===== config.mk =====
export PLATFORM = sky130hd
export DESIGN_NAME = fifo_wr_arbiter
export DESIGN_NICKNAME = d
export VERILOG_FILES = /design/src/rtl/fifo_wr_arbiter.sv
export SDC_FILE = /design/constraint.sdc
export NUM_CORES = 1
export LEC_CHECK = 0
export BUFFER_PORTS_ARGS = -buffer_cell sky130_fd_sc_hd__buf_2
export CAP_MARGIN = 20
export CELL_PAD_IN_SITES_DETAIL_PLACEMENT = 0
export CELL_PAD_IN_SITES_GLOBAL_PLACEMENT = 1
export CORE_MARGIN = 3
export CORE_UTILIZATION = 29
export DETAILED_ROUTE_END_ITERATION = 8
export PLACE_DENSITY = 0.74
export SYNTH_ARGS = -nofsm -noshare
export SYNTH_HDL_FRONTEND = slang
export SYNTH_SLANG_ARGS = --single-unit

===== constraint.sdc =====
create_clock -name clk -period 2.4 [get_ports clk]
set_input_delay 0.72 -clock clk [delete_from_list [all_inputs] [get_ports clk]]
set_output_delay 0.72 -clock clk [all_outputs]
set_load 0.005 [all_outputs]

===== src/rtl/fifo_wr_arbiter.sv =====
// fifo_wr_arbiter
//
// Round-robin arbiter that shares the write side of an asynchronous FIFO
// among NUM_REQ requesters. Runs entirely in the FIFO write clock domain.
// A packet from one requester stays contiguous in the FIFO. The exception is
// when MAX_BURST is non-zero, the requester has written MAX_BURST words, and
// another requester is waiting: the grant then moves on.
//
// Ports:
//   clk        write-domain clock (FIFO clk_write)
//   rst        asynchronous, active-high reset
//   req        per-requester word valid (level)
//   req_data   packed word per requester, i at [i*DATA_WIDTH +: DATA_WIDTH]
//   req_last   final word of requester i's packet
//   ready      word from requester i accepted when req[i] && ready[i]
//   fifo_full  FIFO Full flag, already synchronized to the write domain
//   fifo_wr_en FIFO write enable
//   fifo_data  FIFO write data
//   owner      index of the current grant holder
//   busy       high while a grant is held
//
// state  | meaning
// IDLE   | no grant; arbitrate among req, next pick after last_owner
// GRANT  | owner drives the FIFO write port until release

module fifo_wr_arbiter #(
   parameter int NUM_REQ     = 4,
   parameter int DATA_WIDTH  = 8,
   parameter int MAX_BURST   = 4,
   parameter int OWNER_WIDTH = $clog2(NUM_REQ)
) (
   input  logic                          clk,
   input  logic                          rst,
   input  logic [NUM_REQ-1:0]            req,
   input  logic [NUM_REQ*DATA_WIDTH-1:0] req_data,
   input  logic [NUM_REQ-1:0]            req_last,
   output logic [NUM_REQ-1:0]            ready,
   input  logic                          fifo_full,
   output logic                          fifo_wr_en,
   output logic [DATA_WIDTH-1:0]         fifo_data,
   output logic [OWNER_WIDTH-1:0]        owner,
   output logic                          busy
);

   localparam int BEAT_W = (MAX_BURST > 1) ? $clog2(MAX_BURST) : 1;

   typedef enum logic {S_IDLE, S_GRANT} state_t;

   state_t                 state_q, state_d;
   logic [OWNER_WIDTH-1:0] owner_q, owner_d;
   logic [OWNER_WIDTH-1:0] last_owner_q, last_owner_d;
   logic [BEAT_W-1:0]      beat_q, beat_d;

   logic [NUM_REQ-1:0]     own_oh;
   logic [NUM_REQ-1:0]     others;
   logic                   xfer;
   logic                   cap_hit;
   logic                   release_now;
   logic [OWNER_WIDTH:0]   pick_idle;
   logic [OWNER_WIDTH:0]   pick_rel;

   // First set bit of cand, searching from prev+1 upward with wrap.
   // The result is {found, index}.
   function automatic logic [OWNER_WIDTH:0] rr_pick(
      input logic [NUM_REQ-1:0]     cand,
      input logic [OWNER_WIDTH-1:0] prev
   );
      logic                   found;
      logic [OWNER_WIDTH-1:0] idx;
      logic [OWNER_WIDTH-1:0] p;
      found = 1'b0;
      idx   = '0;
      p     = prev;
      for (int k = 0; k < NUM_REQ; k++) begin
         p = (p == OWNER_WIDTH'(NUM_REQ-1)) ? '0 : p + 1'b1;
         if (!found && cand[p]) begin
            found = 1'b1;
            idx   = p;
         end
      end
      return {found, idx};
   endfunction

   assign own_oh  = NUM_REQ'(1) << owner_q;
   // On release, req[owner] still flags the word being consumed this cycle,
   // not a new request. The releasing owner is therefore left out of the
   // next pick. It can win again through IDLE a cycle later.
   assign others  = req & ~own_oh;
   assign busy    = (state_q == S_GRANT);
   assign xfer    = busy && req[owner_q] && !fifo_full;
   assign cap_hit = (MAX_BURST != 0) && (beat_q == BEAT_W'(MAX_BURST-1));

   assign pick_idle = rr_pick(req, last_owner_q);
   assign pick_rel  = rr_pick(others, owner_q);

   // In GRANT with fifo_full low, req[owner] high means a word transfers.
   // So (b) and (c) below only fire on a transfer cycle.
   assign release_now = !req[owner_q] || req_last[owner_q] || (cap_hit && |others);

   always_comb begin
      state_d      = state_q;
      owner_d      = owner_q;
      last_owner_d = last_owner_q;
      beat_d       = beat_q;
      case (state_q)
         S_IDLE: begin
            if (|req) begin
               owner_d = pick_idle[OWNER_WIDTH-1:0];
               state_d = S_GRANT;
            end
         end
         S_GRANT: begin
            if (!fifo_full) begin
               if (release_now) begin
                  last_owner_d = owner_q;
                  beat_d       = '0;
                  if (pick_rel[OWNER_WIDTH]) begin
                     owner_d = pick_rel[OWNER_WIDTH-1:0];
                  end else begin
                     state_d = S_IDLE;
                  end
               end else if (cap_hit) begin
                  beat_d = '0;
               end else begin
                  beat_d = beat_q + 1'b1;
               end
            end
         end
         default: state_d = S_IDLE;
      endcase
   end

   always_ff @(posedge clk or posedge rst) begin
      if (rst) begin
         state_q      <= S_IDLE;
         owner_q      <= '0;
         last_owner_q <= OWNER_WIDTH'(NUM_REQ-1);
         beat_q       <= '0;
      end else begin
         state_q      <= state_d;
         owner_q      <= owner_d;
         last_owner_q <= last_owner_d;
         beat_q       <= beat_d;
      end
   end

   always_comb begin
      fifo_data = '0;
      if (busy) begin
         for (int i = 0; i < NUM_REQ; i++) begin
            if (owner_q == OWNER_WIDTH'(i)) begin
               fifo_data = req_data[i*DATA_WIDTH +: DATA_WIDTH];
            end
         end
      end
   end

   assign ready      = (busy && !fifo_full) ? own_oh : '0;
   assign fifo_wr_en = xfer;
   assign owner      = owner_q;

endmodule


# Word level (Yosys, flattened, before mapping)
# Cells that the tools add are included.
[totals] inputBits=43 ff_bits=7
[classes] eq_ne=15 muxes=61 reduce_logical=26 shift=1 bitwise_logic=4 n_lt_le_gt_ge=9 addsub=9
[op_table] cell="two-way mux 2 bit" count=22
[op_table] cell="two-way mux 8 bit" count=5
[op_table] cell="< comparator 2 x 3 -> 1 bit, second input constant" count=9
[op_table] cell="two-way mux 1 bit" count=21
[op_table] cell="binary-select mux 1 bit (select 2 bit)" count=10
[op_table] cell="== test 2 bit, second input constant" count=10
[op_table] cell="adder 2 x 1 -> 2 bit, second input constant" count=9
[op_table] cell="logical AND 1 bit" count=10
[op_table] cell="logical NOT 1 bit" count=8
[op_table] cell="OR reduction 4 bit" count=2
[op_table] cell="bitwise AND 4 bit" count=1
[op_table] cell="two-way mux 4 bit" count=1
[op_table] cell="inequality test 2 x 1 -> 1 bit, second input constant" count=2
[op_table] cell="inequality test 2 bit, second input constant" count=2
[op_table] cell="inverter 4 bit" count=1
[op_table] cell="case mux 2 bit (2 select lines)" count=1
[op_table] cell="AND reduction 4 bit" count=1
[op_table] cell="<< shifter 1 x 2 -> 4 bit, first input constant" count=1
[op_table] cell="AND reduction 3 bit" count=1
[op_table] cell="== test 2 x 1 -> 1 bit, second input constant" count=1
[op_table] cell="logical NOT 2 bit" count=1
[op_table] cell="logical OR 1 bit" count=2
[op_table] cell="inverter 1 bit" count=2
[op_table] cell="case mux 1 bit (2 select lines)" count=1
[op_table] cell="AND reduction 2 bit" count=1

# Depth between registers and ports, before layout
[depth] depth_word=19 mapped_depth=10 ltp_nobuf=8

# Least setup slack after synthesis
# No wires, ideal clock.
[synth_timing] kind="reg-to-output" start="register owner_q[1] (netlist: owner[1])" end="output fifo_data[5]" t_arrival_ps=1747 t_required_ps=1680 path_stages_with_launch=11 setup_slack_ps=-67 path_buffers=2 path_cell_list="dfrtp_1 -> inv_1 -> ha_1 -> clkbuf_1 -> nor2b_1 -> clkbuf_1 -> a22oi_1 -> nor2_1 -> a21oi_1 -> o21ai_0 -> and2_1"
[synth_via] elab_chain_cells=6
[synth_rtl] element="from (decl)" line="50" text="logic [OWNER_WIDTH-1:0] owner_q, owner_d;"
[synth_rtl] element="from (signal assigned)" line="141" text="owner_q <= owner_d;"
[synth_rtl] element="logical NOT 2 bit" line="151" text="if (owner_q == OWNER_WIDTH'(i)) begin"
[synth_rtl] element="two-way mux 8 bit (3 in series)" line="151"
[synth_rtl] element="two-way mux 8 bit *" line="151"
[synth_rtl] element="two-way mux 8 bit *" line="149" text="if (busy) begin"
[synth_rtl] element="to (decl)" line="40" text="output logic [DATA_WIDTH-1:0] fifo_data,"
# Mark *: on every way between the ends. The rest lies on a longest branch, timed or not.

# Final worst setup path
[layout_timing] start="register owner_q[0] (netlist: owner[0])" end="output fifo_data[7]"
# Same word-level chain as after synthesis.

==> reports/metrics.csv <==
stage,metric,value,unit
outcome,outcome,"complete, but fails checks",
outcome,failing checks,setup timing,
global_route,largest net degree at the start of global routing,20,
routing,WL final,3640,um
clock_tree,Bufs on Longest Clock Path,2,
worst_setup_path,crit-path max FO,8,
worst_setup_path,CP endpoint kind,output port,
yosys,number of distinct library cells after synthesis,42,
worst_setup_path,Crit path arrival time,1740,ps
power_and_ir_drop,VDD IR-drop max,0.714,mV
worst_setup_path,RR Startpoint,owner[0],
final_layout,final non-filler cell total,291,
yosys,"Warnings, synthesis",0,
yosys,Syn Area/Cell,7.24,um^2
placed_design,PortBufs,58,
sta,Worst-Margin Slew,410,ps
placed_design,Placer Congestion,0.813,
routing,WL per Instance,12.5,um
sta,clk_skew,3.51,ps
final_layout,final cell area excluding filler cells,1840,um^2
sta,final setup margin,-63.0,ps
worst_setup_path,R2R cell count,10,
sta,unrepaired setup endpoints after global routing,true,
routing,ANT nets after route,0,
clock_tree,CTS tree,built,
worst_setup_path,R2R Setup Slk,210,ps
worst_setup_path,CP Buf/Inv Count,3,
worst_setup_path,Critical Path RT,1680,ps
worst_setup_path,Setup Crit Path Kind,register to output port,
final_layout,share of cells above drive strength 1,0.473,
worst_setup_path,Worst path top cell family by delay,flip-flops,
die,Initial Utilization,0.305,
yosys,dominant synthesized flop cell,dfrtp_1,
placed_design,"Cell Area, Placed",1680,um^2
die,die height,71.3,um
final_layout,multi-input logic area,1030,um^2
sta,fmax,0.406,GHz
clock_tree,CTS sink count,7,
worst_setup_path,CP max stage delay,380,ps
global_route,initial antenna violation count,0,
final_layout,Final Core Density,0.454,
global_route,grt total ovfl,0,
yosys,syn_nets,220,
routing,DRC Markers,0,
sta,Hold WS,416,ps
placed_design,placed cells,283,
worst_setup_path,Critical Path Source Type,register,
global_route,vias in the first global route,1357,
die,Die X,71.3,um
final_layout,Nets,291,
final_layout,Reg area,178,um^2
worst_setup_path,Crit-path slowest cell,dfrtp_1,
die,Die ar.,5090,um^2
clock_tree,TritonCTS buffer count,3,
final_layout,Area Overhead vs Synth,48.7,%
clock_tree,Skew-Pair Late Insertion Delay,220,ps
yosys,Cells after Synth,171,
clock_tree,Clock Tree Root,clkbuf_8,
sta,Final period util,1.03,
yosys,"FFs w/ async S/R, synth",1.00,
yosys,"EDFF count, synth",0,
sta,max_slew headroom,0.723,
sta,final hold vios,0,
worst_hold_path,worst hold path class,input pin to asynchronous set/reset pin,
sta,"Setup violations, final",8,
final_layout,Filler cells,408,
sta,min Tclk post-route,2460,ps
routing,via/cell ratio,5.04,
sta,TNS Setup,-403,ps
routing,total iterations of the first detailed-routing run,4,
die,Placement Rows,23,
clock_tree,H-tree levels,1,
global_route,first-pass GRT wire length,6010,um
die,# IOs,59,
placed_design,detailed placement HPWL,2850,um
clock_tree,"CTS clk-pin slew, worst paths",40,ps
die,CORE AREA,4060,um^2
routing,vias,1466,
sta,max-slew violations,0,
yosys,#FFs+latches synth,7,
yosys,post-synthesis cell area,1240,um^2
yosys,post-synthesis sequential area ratio,0.144,
power_and_ir_drop,leak pwr,0.857,nW
power_and_ir_drop,PwrDens,1240,nW/um^2
worst_setup_path,Critical R2R Capture,owner[0],
global_route,GRT Total Usage,0.139,
worst_setup_path,crit-path cells,inv_2 > ha_4 > nor2b_4 > buf_12 > a22oi_1 > nor2_1 > a21oi_1 > o21ai_0 > and2_1 > buf_2,
routing,Initial DRC Count,43,
job,max-cap violation count,0,
final_layout,Antenna Cells,0,
sequential cells by signal, indices dropped and copies added, names as in the netlist:
name / cells
owner: 2
beat_q: 2
last_owner_q: 2
busy: 1
placed cells by master, fill, tap and decap left out, drive strengths merged, types with 5 or more instances in the layout:
master / count
nand2: 16
nor2b: 8
and2: 13
inv: 7
dfrtp: 5
a22oi: 8
buf: 82
o21ai: 13
a21oi: 18
nor2: 14
ha: 6
metrics by stage:
| stage | setup WS, ps | power (mW) |
|---|---|---|
| final | -63.0 | 2.28 |
| after global routing | -176 | 2.51 |
| after CTS | -71.2 | 2.17 |
| after detailed placement | 43.7 | 1.92 |
| after global placement | 65.7 | 1.92 |
| after floorplan | 9.99 | 1.36 |
worst max path at each step:
stage             start  depth (start not counted)           end  slack [ps]
2_1_floorplan  owner[0]                         10  fifo_data[5]          10
3_3_place_gp   owner[0]                         10  fifo_data[1]          70
3_5_place_dp   owner[0]                         10  fifo_data[1]          40
4_1_cts        owner[1]                          9  fifo_data[3]         -70
5_1_grt        owner[0]                         10  fifo_data[1]        -180
6_report       owner[0]                         10  fifo_data[7]         -60
cells in the mapped netlist, types with 3 or more instances:
cell      count  area, um^2
a21oi_1      18        90.1
a22oi_1       8        60.1
and2_1       13        81.3
buf_2         3        15.0
clkbuf_1     12        45.0
dfrtp_1       5         125
ha_1          6        75.1
inv_1         7        26.3
mux4_2        3        67.6
nand2_1      16        60.1
nand2b_1      4        25.0
nand3_1       3        15.0
nor2_1       14        52.6
nor2b_1       8        50.1
o21ai_0      13        65.1
kinds of logic after synthesis:
logic type	Yosys count	synth area share
flip-flops	7	0.144
AND/OR/NAND/NOR	68	0.298
adder cells (fa/ha/maj)	6	0.0607
multiplexers	7	0.0971
AO/OA/AOI/OAI	60	0.322
buffers and inverters	23	0.0789
cell type report:
type                    count  share of cell area
clock buffers               4              0.0245
multi-input cells         141               0.559
flip-flops and latches      7              0.0965
well taps                  50              0.0340
repair buffers             82               0.271
inverters                   7              0.0143
routing by layer:
metal | vias to the layer above | global-route usage | wire length [um]
li1 | 760 | - | -
met1 | 662 | 0.182 | 1670
met2 | 44 | 0.255 | 1710
met3 | 0 | 0.0238 | 264
met4 | 0 | 0 | 0
met5 | - | 0 | 0
report_power, final:
| part | internal [mW] | switching, mW | leakage (nW) |
|---|---|---|---|
| clock | 0.115 | 0.0472 | 0.0228 |
| combinational | 1.00 | 0.901 | 0.753 |
| sequential | 0.183 | 0.0326 | 0.0810 |
repair_timing:
action                                  4_1_cts  5_1_grt
gates resized for setup                      12       10
pin swaps                                     2       10
endpoints found under the setup margin        8        8
setup buffers                                 1        5
hold buffers                                  0        0
Note: power is estimated with default switching activity, not from simulation.
